==> src/rtl/io_channel_file_if.sv <==
// CPU register port plus per-channel ready/valid streams of io_channel_file.
// Build with IO_PARITY_EN to widen each input word by one odd-parity bit.
interface io_channel_file_if #(
  parameter int WIDTH   = 15,
  parameter int NUM_IN  = 6,
  parameter int NUM_OUT = 4
);
`ifdef IO_PARITY_EN
  localparam int IW = WIDTH + 1;
`else
  localparam int IW = WIDTH;
`endif

  logic [4:0]             sel_read;
  logic [WIDTH-1:0]       data_read;
  logic [4:0]             sel_write;
  logic                   en_write;
  logic [WIDTH-1:0]       data_write;
  logic [NUM_IN*IW-1:0]   in_data;
  logic [NUM_IN-1:0]      in_valid;
  logic [NUM_IN-1:0]      in_ready;
  logic [NUM_OUT*WIDTH-1:0] out_data;
  logic [NUM_OUT-1:0]     out_valid;
  logic [NUM_OUT-1:0]     out_ready;

  modport slave (
    input  sel_read, sel_write, en_write, data_write, in_data, in_valid, out_ready,
    output data_read, in_ready, out_data, out_valid
  );

  modport master (
    output sel_read, sel_write, en_write, data_write, in_data, in_valid, out_ready,
    input  data_read, in_ready, out_data, out_valid
  );
endinterface

==> src/rtl/io_channel_file.sv <==
// Register file bridging serial receivers/transmitters to a CPU read/write port.
// Optional feature macro IO_PARITY_EN: odd-parity check on inputs plus error counter at sel 29.
module io_channel_file #(
  parameter int WIDTH   = 15,
  parameter int NUM_IN  = 6,
  parameter int NUM_OUT = 4
) (
  input logic           clock,
  input logic           reset,
  io_channel_file_if.slave bus
);
`ifdef IO_PARITY_EN
  localparam int IW = WIDTH + 1;
`else
  localparam int IW = WIDTH;
`endif

  logic [NUM_IN-1:0]  fresh;
  logic [WIDTH-1:0]   in_word [NUM_IN];
  logic [NUM_IN-1:0]  take;
  logic [NUM_IN-1:0]  keep;
  logic [WIDTH-1:0]   out_word [NUM_OUT];
  logic [NUM_OUT-1:0] out_vld;
  logic [WIDTH-1:0]   rd_mux_p0;

`ifdef IO_PARITY_EN
  logic [7:0] err_cnt;
  logic [4:0] n_bad;

  function automatic logic parity_ok(input logic [IW-1:0] w);
    return ^w;
  endfunction

  function automatic logic [7:0] sat_add(input logic [7:0] a, input logic [4:0] b);
    logic [8:0] s;
    s = {1'b0, a} + {4'b0000, b};
    return s[8] ? 8'hFF : s[7:0];
  endfunction
`endif

  assign bus.in_ready  = ~fresh;
  assign bus.out_valid = out_vld;

  for (genvar j = 0; j < NUM_OUT; j++) begin : g_out
    assign bus.out_data[j*WIDTH +: WIDTH] = out_word[j];
  end

  // A handshake completes whenever the slot is empty; bad-parity words are then dropped.
  always_comb begin
    take = '0;
    keep = '0;
    for (int i = 0; i < NUM_IN; i++) begin
      take[i] = bus.in_valid[i] & ~fresh[i];
`ifdef IO_PARITY_EN
      keep[i] = take[i] & parity_ok(bus.in_data[i*IW +: IW]);
`else
      keep[i] = take[i];
`endif
    end
  end

`ifdef IO_PARITY_EN
  always_comb begin
    n_bad = '0;
    for (int i = 0; i < NUM_IN; i++)
      if (take[i] && !keep[i]) n_bad = n_bad + 5'd1;
  end
`endif

  always_comb begin
    rd_mux_p0 = '0;
    if (bus.sel_read == 5'd30)
      rd_mux_p0[NUM_IN-1:0] = fresh;
    else if (bus.sel_read == 5'd31)
      rd_mux_p0[NUM_OUT-1:0] = out_vld;
`ifdef IO_PARITY_EN
    else if (bus.sel_read == 5'd29)
      rd_mux_p0 = WIDTH'(err_cnt);
`endif
    else begin
      for (int i = 0; i < NUM_IN; i++)
        if (bus.sel_read == 5'(i)) rd_mux_p0 = in_word[i];
    end
  end

  // p0 -> p1: read data registered; channel state updated.
  always_ff @(posedge clock or posedge reset) begin
    if (reset) begin
      fresh         <= '0;
      out_vld       <= '0;
      bus.data_read <= '0;
      for (int i = 0; i < NUM_IN; i++)  in_word[i]  <= '0;
      for (int j = 0; j < NUM_OUT; j++) out_word[j] <= '0;
`ifdef IO_PARITY_EN
      err_cnt       <= '0;
`endif
    end else begin
      bus.data_read <= rd_mux_p0;
      for (int i = 0; i < NUM_IN; i++) begin
        if (keep[i]) begin
          in_word[i] <= bus.in_data[i*IW +: WIDTH];
          fresh[i]   <= 1'b1;
        end else if (bus.sel_read == 5'(i)) begin
          fresh[i]   <= 1'b0;
        end
      end
      // A CPU write wins over a completing handshake so the new word is never lost.
      for (int j = 0; j < NUM_OUT; j++) begin
        if (bus.en_write && bus.sel_write == 5'(j)) begin
          out_word[j] <= bus.data_write;
          out_vld[j]  <= 1'b1;
        end else if (bus.out_ready[j]) begin
          out_vld[j]  <= 1'b0;
        end
      end
`ifdef IO_PARITY_EN
      err_cnt <= sat_add(err_cnt, n_bad);
`endif
    end
  end
endmodule

==> src/flat_wrapper.sv <==
// flat-port wrapper written by rule: the top's interface ports become plain ports
module io_channel_file_flat 
#(
  parameter int WIDTH   = 15,
  parameter int NUM_IN  = 6,
  parameter int NUM_OUT = 4
)
  (clock, reset, bus_sel_read, bus_sel_write, bus_en_write, bus_data_write, bus_in_data, bus_in_valid, bus_out_ready, bus_data_read, bus_in_ready, bus_out_data, bus_out_valid);
  io_channel_file_if #(.WIDTH(WIDTH), .NUM_IN(NUM_IN), .NUM_OUT(NUM_OUT)) bus_i ();
  input logic clock;
  input logic reset;
  input wire logic [$bits(bus_i.sel_read)-1:0] bus_sel_read;
  input wire logic [$bits(bus_i.sel_write)-1:0] bus_sel_write;
  input wire logic [$bits(bus_i.en_write)-1:0] bus_en_write;
  input wire logic [$bits(bus_i.data_write)-1:0] bus_data_write;
  input wire logic [$bits(bus_i.in_data)-1:0] bus_in_data;
  input wire logic [$bits(bus_i.in_valid)-1:0] bus_in_valid;
  input wire logic [$bits(bus_i.out_ready)-1:0] bus_out_ready;
  output wire logic [$bits(bus_i.data_read)-1:0] bus_data_read;
  output wire logic [$bits(bus_i.in_ready)-1:0] bus_in_ready;
  output wire logic [$bits(bus_i.out_data)-1:0] bus_out_data;
  output wire logic [$bits(bus_i.out_valid)-1:0] bus_out_valid;
  assign bus_i.sel_read = bus_sel_read;
  assign bus_i.sel_write = bus_sel_write;
  assign bus_i.en_write = bus_en_write;
  assign bus_i.data_write = bus_data_write;
  assign bus_i.in_data = bus_in_data;
  assign bus_i.in_valid = bus_in_valid;
  assign bus_i.out_ready = bus_out_ready;
  assign bus_data_read = bus_i.data_read;
  assign bus_in_ready = bus_i.in_ready;
  assign bus_out_data = bus_i.out_data;
  assign bus_out_valid = bus_i.out_valid;
  io_channel_file #(.WIDTH(WIDTH), .NUM_IN(NUM_IN), .NUM_OUT(NUM_OUT)) u_core (.clock(clock), .reset(reset), .bus(bus_i));
endmodule
==> config.mk <==
export PLATFORM = sky130hd
export DESIGN_NAME = io_channel_file_flat
export DESIGN_NICKNAME = d
export VERILOG_FILES = /design/src/rtl/io_channel_file_if.sv /design/src/rtl/io_channel_file.sv /design/src/flat_wrapper.sv
export SDC_FILE = /design/constraint.sdc
export NUM_CORES = 1
export LEC_CHECK = 0
export ABC_CLOCK_PERIOD_IN_PS = 12810
export CORE_MARGIN = 3
export CORE_UTILIZATION = 35
export CTS_BUF_LIST = sky130_fd_sc_hd__clkbuf_8
export DETAILED_ROUTE_END_ITERATION = 12
export PLACE_DENSITY_LB_ADDON = 0.2
export SETUP_SLACK_MARGIN = 0.4
export SLEW_MARGIN = 20
export SYNTH_ARGS = -nofsm -noshare
export SYNTH_HDL_FRONTEND = slang
export SYNTH_SLANG_ARGS = --single-unit
==> constraint.sdc <==
create_clock -name clock -period 12.81 [get_ports clock]
set_input_delay 2.562 -clock clock [delete_from_list [all_inputs] [get_ports clock]]
set_output_delay 2.562 -clock clock [all_outputs]
set_load 0.03 [all_outputs]
Word level (Yosys, flattened, before mapping)
Index checks and enable logic that the tools add are counted.
- muxes and demuxes: 30
- bitwise logic cells: 13
- reductions and logical operators: 16
- equality and inequality tests: 10
- operators by type and width (kind ; count):
    $mux 15 ; 6
    $eq 5x2->1 const B ; 4
    $mux 1 ; 20
    $reduce_bool 2->1 ; 10
    $mux 11 ; 1
    $eq 5x1->1 const B ; 2
    $eq 5x3->1 const B ; 2
    $eq 5x5->1 const B ; 2
    $logic_not 5->1 ; 2
    $mux 9 ; 1
    $and 1x1->1 ; 6
    $mux 6 ; 1
    $not 1->1 ; 6
    $not 6->6 ; 1
    $logic_and 1x1->1 ; 4
    $mux 4 ; 1
- output and inout port bits: 85
- input bits: 128
- bits in registers: 175
- word-level logic and storage cells: 90

Logic depth before layout (Yosys ltp)
Gate-level depths: netlist of the first run.
- depth in word-level cells: 9
- gate-level depth with buffers: 6
- mapped depth without buffers: 4

Least setup slack after synthesis of the first run
No wires, ideal clock.
- kind: input port to flip-flop
- start: input bus_sel_write[3]
- end: register u_core.out_word (netlist bit u_core.bus.out_data[0])
- arrival: 3.825 ns
- stages: 4
- setup time: 0.125 ns
- slack: 8.860 ns
- required time: 12.685 ns
- buffers on the path: 1
- cell sequence: nor4b_4 -> nor3b_4 -> buf_12 -> mux2_4
- word-level cells in the longest chain between the ends: 2
- RTL lines (what ; line ; source):
    from (decl) ; flat_wrapper.sv:13 ; input wire logic [$bits(bus_i.sel_write)-1:0] bus_sel_write;
    $logic_not 5->1 ; io_channel_file.sv:109 ; if (bus.en_write && bus.sel_write == 5'(j)) begin
    $logic_and 1x1->1 ; io_channel_file.sv:109 ;
    to (signal, indexed assignment) ; io_channel_file.sv:110 ; out_word[j] <= bus.data_write;
    to (decl) ; io_channel_file.sv:22 ; logic [WIDTH-1:0] out_word [NUM_OUT];
No other way between the ends.
A chain may end at the register's enable or synchronous reset.

Final worst setup path of the first run
- start: input bus_sel_read[1]
- end: register u_core.bus.data_read[13]
- word-level cells in the longest chain between the ends: 9
- elaborated cells between the ends (all ways): 16
- those cells by class: 7 x eq/ne; 8 x mux; 1 x reduce/logical
- RTL lines (what ; line ; source):
    from (decl) ; flat_wrapper.sv:12 ; input wire logic [$bits(bus_i.sel_read)-1:0] bus_sel_read;
    $logic_not 5->1 ; io_channel_file.sv:82 ; if (bus.sel_read == 5'(i)) rd_mux_p0 = in_word[i];
    $mux 15 (6 in series) ; io_channel_file.sv:82 ;
    $mux 11 ; io_channel_file.sv:74 ; else if (bus.sel_read == 5'd31)
    $mux 9 (*) ; io_channel_file.sv:72 ; if (bus.sel_read == 5'd30)
    named net u_core.rd_mux_p0[13] ; io_channel_file.sv:24 ; logic [WIDTH-1:0] rd_mux_p0;
    to (signal assigned) ; io_channel_file.sv:98 ; bus.data_read <= rd_mux_p0;
    to (decl) ; io_channel_file_if.sv:28 ; output data_read, in_ready, out_data, out_valid
Mark *: on every way through the listed nets, which the timed path passes. The rest lies on a longest branch.

==> results of run 1 <==
## stage by stage
stage	hold WS [ns]	total power, mW	area (µm²)	std cells	worst slack [ns]
after floorplan	0.472	1.11	7380	512	5.50
after global placement	0.486	1.33	9750	972	7.94
after detailed placement	0.493	1.34	9750	972	7.86
after CTS	0.513	1.70	10100	1004	8.38
after global routing	0.530	1.78	10100	1006	8.20
final	0.507	1.68	10100	1007	8.31
## cells in the final DEF, fill, tap and decap left out, drive strengths merged, types with 4 or more instances in the layout
cell           synthesis  final
nor2b                  6      6
nor2                   5      5
nor3                   6      6
o221ai                 6      6
mux2                 158    158
nand3                  4      4
clkbuf                 9     17
clkinv                 0      5
nand2                 13     13
o21ai                 13     13
o2bb2ai               11     11
mux2i                 15     15
a21oi                 15     15
dfrtp                175    175
a2bb2oi                5      5
inv                   13     20
clkdlybuf4s50          0    211
a31oi                  5      5
buf                   21      9
a32o                   6      6
## cells in the mapped netlist
master | number | share of area [%]
a21o_1 | 2 | 0.20
a21o_2 | 1 | 0.12
a21oi_1 | 15 | 1.0
a22o_1 | 1 | 0.12
a22oi_1 | 3 | 0.31
a2bb2oi_1 | 5 | 0.59
a31oi_1 | 5 | 0.42
a32o_1 | 6 | 0.81
and3_1 | 2 | 0.17
and4_1 | 1 | 0.12
buf_1 | 3 | 0.15
buf_12 | 1 | 0.27
buf_2 | 17 | 1.2
clkbuf_1 | 9 | 0.46
dfrtp_1 | 175 | 59
inv_1 | 13 | 0.66
mux2_2 | 149 | 23
mux2_4 | 9 | 1.8
mux2i_1 | 15 | 2.0
mux4_2 | 1 | 0.31
nand2_1 | 13 | 0.66
nand2b_1 | 3 | 0.25
nand3_1 | 3 | 0.20
nand3_2 | 1 | 0.14
nand3b_1 | 1 | 0.10
nand3b_2 | 2 | 0.31
nand4b_1 | 1 | 0.12
nor2_1 | 5 | 0.25
nor2b_1 | 6 | 0.51
nor3_1 | 4 | 0.27
nor3_2 | 2 | 0.27
nor3b_4 | 1 | 0.25
nor4b_2 | 1 | 0.20
nor4b_4 | 1 | 0.32
o21ai_0 | 13 | 0.88
o21bai_1 | 1 | 0.10
o221ai_1 | 6 | 0.71
o22ai_1 | 3 | 0.25
o2bb2ai_1 | 11 | 1.3
or3_1 | 1 | 0.085
## where the power goes
group	total [mW]	leakage (nW)	internal, mW	switching (mW)
clock network	0.358	0.193	0.153	0.205
registers	0.807	2.15	0.715	0.0920
logic	0.517	1.93	0.279	0.238
## final cells by class
| cell class | count | area (µm²) | area share [%] |
|---|---|---|---|
| sequential | 175 | 4380 | 43.3 |
| multi-input combinational | 294 | 2800 | 27.7 |
| timing repair buffer | 220 | 2180 | 21.5 |
| tap | 270 | 338 | 3.34 |
| clock buffer | 17 | 234 | 2.31 |
| clock inverter | 15 | 125 | 1.24 |
| inverter | 13 | 53.8 | 0.532 |
| antenna | 3 | 7.51 | 0.0742 |
## kinds of logic after synthesis
kind of cell    Yosys count  synth area share, %
compound gates           72                 6.85
mux                     174                 26.9
buf+inv                  43                 2.69
simple gates             48                 4.24
flops                   175                 59.3
## registers in the layout, indices dropped and copies added (netlist names)
name and flops:
u_core.bus.out_valid 4, u_core.bus.data_read 15, u_core.in_word 90, u_core.fresh 6, u_core.bus.out_data 60
## routing by layer
| layer | part of all wire (%) | track usage [%] | wire length [µm] |
|---|---|---|---|
| met5 | 0.29 | 0 | 58 |
| met4 | 1.3 | 4.49 | 273 |
| met3 | 10 | 8.68 | 2060 |
| met2 | 46 | 28.9 | 9360 |
| met1 | 42 | 22.8 | 8510 |
## how the worst min path moves through the flow
stage | start | to | slack, ns | depth (start not counted)
finish | u_core.in_word[47]$_DFFE_PP0P_ | u_core.in_word[47]$_DFFE_PP0P_ | 0.51 | 1
global route | u_core.bus.out_data[39]$_DFFE_PP0P_ | u_core.bus.out_data[39]$_DFFE_PP0P_ | 0.53 | 1
CTS | u_core.in_word[76]$_DFFE_PP0P_ | u_core.in_word[76]$_DFFE_PP0P_ | 0.51 | 1
detailed placement | u_core.in_word[76]$_DFFE_PP0P_ | u_core.in_word[76]$_DFFE_PP0P_ | 0.49 | 1
global placement | u_core.in_word[28]$_DFFE_PP0P_ | u_core.in_word[28]$_DFFE_PP0P_ | 0.49 | 1
floorplan | u_core.fresh[0]$_DFFE_PP0P_ | u_core.fresh[0]$_DFFE_PP0P_ | 0.47 | 1
==> flow_summary.ini, run 1 <==
[timing]
finalClockSkew_ns = 0.0119
tightest_slew_ns = 1.05
tns_ns = 0
fin_crit_sh_pct = 35.2
post-route-min-period_ns = 4.50
rsz0062_at_grt = false
final_hold_viol_count = 0
slew_viol_final = 0
setup_viol = 0
maxSlewHeadroom_pct = 30.0
max_freq_mhz = 222

[setup_path]
critPathTopFamily = buffers and inverters
r2r_start = u_core.fresh[5]$_DFFE_PP0P_
critPathKind = in -> reg
arrival_ns = 4.85
crit_path_start_kind = input pin
timing.rr.end = u_core.in_word[14]$_DFFE_PP0P_
cp.required_ns = 13.16
crit_start = bus_sel_read[1]
crit_end = u_core.bus.data_read[13]$_DFF_PP0_
critPathSlowestCell = clkdlybuf4s50_1
regToRegSetupSlack_ns = 11.01
cp_cell_sequence = clkdlybuf4s50_1 > nand2b_1 > nor3_2 > nand2_1 > a32o_1
cp_num_cells = 5
critPathCaptureType = flip-flop
path_buf_inv = 1
r2r_cells = 3
critPathMaxFanout = 23
cpPeakStageDelay_ns = 1.09

[synth]
ys_warn_count = 0
synth.avg_cell_area_um2 = 14.4
ys_types = 40
netlist_area_um2 = 7380
synth_cells = 512
seq_area_frac_synth_pct = 59.3
synth.net_count = 640
ys_ff_latch = 175

[detailed_routing]
drt_iter0_markers = 281
routed_wl_um = 20300
viasPerCell = 4.99
ant_nets = 0
num_vias = 5024
drc = 0
wire_per_inst_um = 20.1
dr.pass1.iters = 4

[cells_and_area]
fin_nets = 849
utilization_pct = 49.4
final_layout_size_suffix_gt1_share_pct = 28.1
num-fill-cells = 1836
syn2layout_area_growth_pct = 37.1

[clock_tree]
postCtsSetupRepairBufs = 0
root_buffer = clkbuf_8
hold_buffers = 0
clkTransAtPathRegs_ns = 0.09
cts_tree = built
cts_resized = 0
clock_latency_ns = 0.46
htreeDepth = 4
cts_buffers = 17
cts.sinks = 175
cts_max_path_buffers = 2

[global_route]
grt_max_degree = 99
overflow = 0
antenna_found_initial = 7
grt_pass1_vias = 5725
grt_usage_pct = 18.3
grt_first_pass_wirelength_um = 31700

[floorplanning]
initial_utilization_pct = 36.0
die_h_um = 151
die-area_um2 = 22900
ioPinCount = 213
placementRows = 52
dieWidth_um = 151
coreArea_um2 = 20500

[worst_hold_path]
hp-class = reg -> reg

[placed_design]
hpwl_um = 14800
gp_routability_congestion = 0.791
port-buffer-count = 212

[job]
maxCapViolCount = 0

[outcome]
outcome = finished, final reports clean

[pwr]
cellPowerDensity_nw_per_um2 = 166
p_leak_nw = 4.27
peakVddDrop_uv = 85.7
Power figures use the tool's default switching activity.
==> run 2: changes to the inputs <==
ABC_CLOCK_PERIOD_IN_PS = 3800   (was 12810)
clock period = 3.8 ns   (was 12.81 ns; I/O delays follow)
==> run 2 against run 1 <==
Critical path depth is 3 lower; global-route usage down 0.53 points; sequential power grew to 3.4 times the previous value; critical endpoint is now bus_in_ready[1]; wire length fell by 1.1%; highest routed layer unchanged; worst setup slack got worse by 6.9 ns; core utilization is 0.53 points higher.
==> flow_summary.ini, run 2 (same netlist as run 1, synthesis figures left out) <==
[outcome]
outcome = finished, final reports clean

[detailed_routing]
wire_per_inst_um = 19.9
ant_nets = 0
viasPerCell = 4.97
num_vias = 5003
drc = 0
routed_wl_um = 20000
drt_iter0_markers = 177
dr.pass1.iters = 4

[clock_tree]
cts_resized = 0
clkTransAtPathRegs_ns = 0.09
cts_tree = built
clock_latency_ns = 0.45
root_buffer = clkbuf_8
cts.sinks = 175
cts_buffers = 17
hold_buffers = 0
postCtsSetupRepairBufs = 0
cts_max_path_buffers = 2
htreeDepth = 4

[placed_design]
gp_routability_congestion = 0.785
hpwl_um = 14600
port-buffer-count = 212

[timing]
final_hold_viol_count = 0
maxSlewHeadroom_pct = 40.4
fin_crit_sh_pct = 64.1
slew_viol_final = 0
post-route-min-period_ns = 2.44
tns_ns = 0
setup_viol = 0
tightest_slew_ns = 0.890
rsz0062_at_grt = false
finalClockSkew_ns = 0.0118
max_freq_mhz = 410

[floorplanning]
placementRows = 52
coreArea_um2 = 20500
dieWidth_um = 151
die_h_um = 151
die-area_um2 = 22900
initial_utilization_pct = 36.0
ioPinCount = 213

[global_route]
grt_usage_pct = 17.8
antenna_found_initial = 3
grt_first_pass_wirelength_um = 30800
grt_max_degree = 112
overflow = 0
grt_pass1_vias = 5465

[worst_hold_path]
hp-class = reg -> reg
hold_start = u_core.in_word[60]$_DFFE_PP0P_

[setup_path]
critPathKind = reg -> out
critPathCaptureType = primary output
crit_start = u_core.fresh[1]$_DFFE_PP0P_
regToRegSetupSlack_ns = 2.07
r2r_cells = 3
arrival_ns = 1.68
timing.rr.end = u_core.in_word[5]$_DFFE_PP0P_
cp.required_ns = 3.04
critPathMaxFanout = 3
crit_end = bus_in_ready[1]
crit_path_start_kind = flip-flop
r2r_start = u_core.fresh[5]$_DFFE_PP0P_

[pwr]
cellPowerDensity_nw_per_um2 = 571
power_mw = 5.84
p_leak_nw = 4.31
peakVddDrop_uv = 288

[cells_and_area]
final_layout_size_suffix_gt1_share_pct = 28.9
fin_nets = 852
largest_register_ffs = 90
final_cell_mix = 211 x clkdlybuf4s50_1, 175 x dfrtp_1, 149 x mux2_2, 18 x clkbuf_8
largest_register = u_core.in_word
final_common_cell = clkdlybuf4s50_1
syn2layout_area_growth_pct = 38.5

[job]
maxCapViolCount = 0
[run 2: cell count changes in the layout (fill, tap and decap cells not counted)]
cell / previous run / this run
buf_12: 0 / 2
diode_2: 3 / 1
clkinv_2: 2 / 1
nor2b_2: 0 / 1
inv_6: 3 / 5
nor2b_1: 6 / 5
inv_1: 16 / 12
bufinv_16: 1 / 3
clkbuf_8: 17 / 18
clkinv_4: 3 / 2
buf_4: 8 / 9
[run 2: area by class of cell]
type	count	area [µm²]
fill	1793	10300
inverter	13	52.6
clock inverter	13	175
tap	270	338
multi-input combinational	294	2810
antenna	1	2.50
timing repair buffer	223	2220
sequential	175	4380
clock buffer	18	248
[run 2: worst min path at each step]
stage                                           to  slack, ns  depth (start not counted)
floorplan              u_core.fresh[0]$_DFFE_PP0P_       0.47                          1
global placement     u_core.in_word[2]$_DFFE_PP0P_       0.49                          1
detailed placement  u_core.in_word[49]$_DFFE_PP0P_       0.49                          1
CTS                 u_core.in_word[49]$_DFFE_PP0P_       0.51                          1
global route        u_core.in_word[49]$_DFFE_PP0P_       0.53                          1
finish              u_core.in_word[60]$_DFFE_PP0P_       0.51                          1
[run 2: per-layer routing]
layer / up-vias / track usage [%] / part of all wire (%)
met2: 192 / 28.1 / 46
met5: - / 0 / 0.23
met4: 6 / 5.03 / 1.4
met3: 25 / 7.63 / 10
met1: 2497 / 22.3 / 42
li1: 2283 / - / -
[run 2: power by group]
| group | switching [mW] | internal (mW) | leakage [nW] |
|---|---|---|---|
| Clock | 0.705 | 0.681 | 0.213 |
| Sequential | 0.300 | 2.41 | 2.15 |
| Combinational | 0.806 | 0.941 | 1.95 |
| Total | 1.81 | 4.03 | 4.31 |
[run 2: through the flow]
step | utilization, % | setup WS (ns) | hold slack [ns] | area (µm²) | cells
after detailed placement | 47.8 | 0.987 | 0.490 | 9800 | 975
after CTS | 49.9 | 1.31 | 0.512 | 10200 | 1006
after floorplan | - | 0.801 | 0.472 | 7390 | 512
after global routing | 49.9 | 1.27 | 0.527 | 10200 | 1006
final | 49.9 | 1.36 | 0.509 | 10200 | 1007
after global placement | 47.8 | 1.07 | 0.486 | 9800 | 975
[run 2: critical path, stage by stage, from the launching register on]
cell             delay, ns
dfrtp_1               0.40
inv_1                 0.14
clkdlybuf4s50_1       0.70
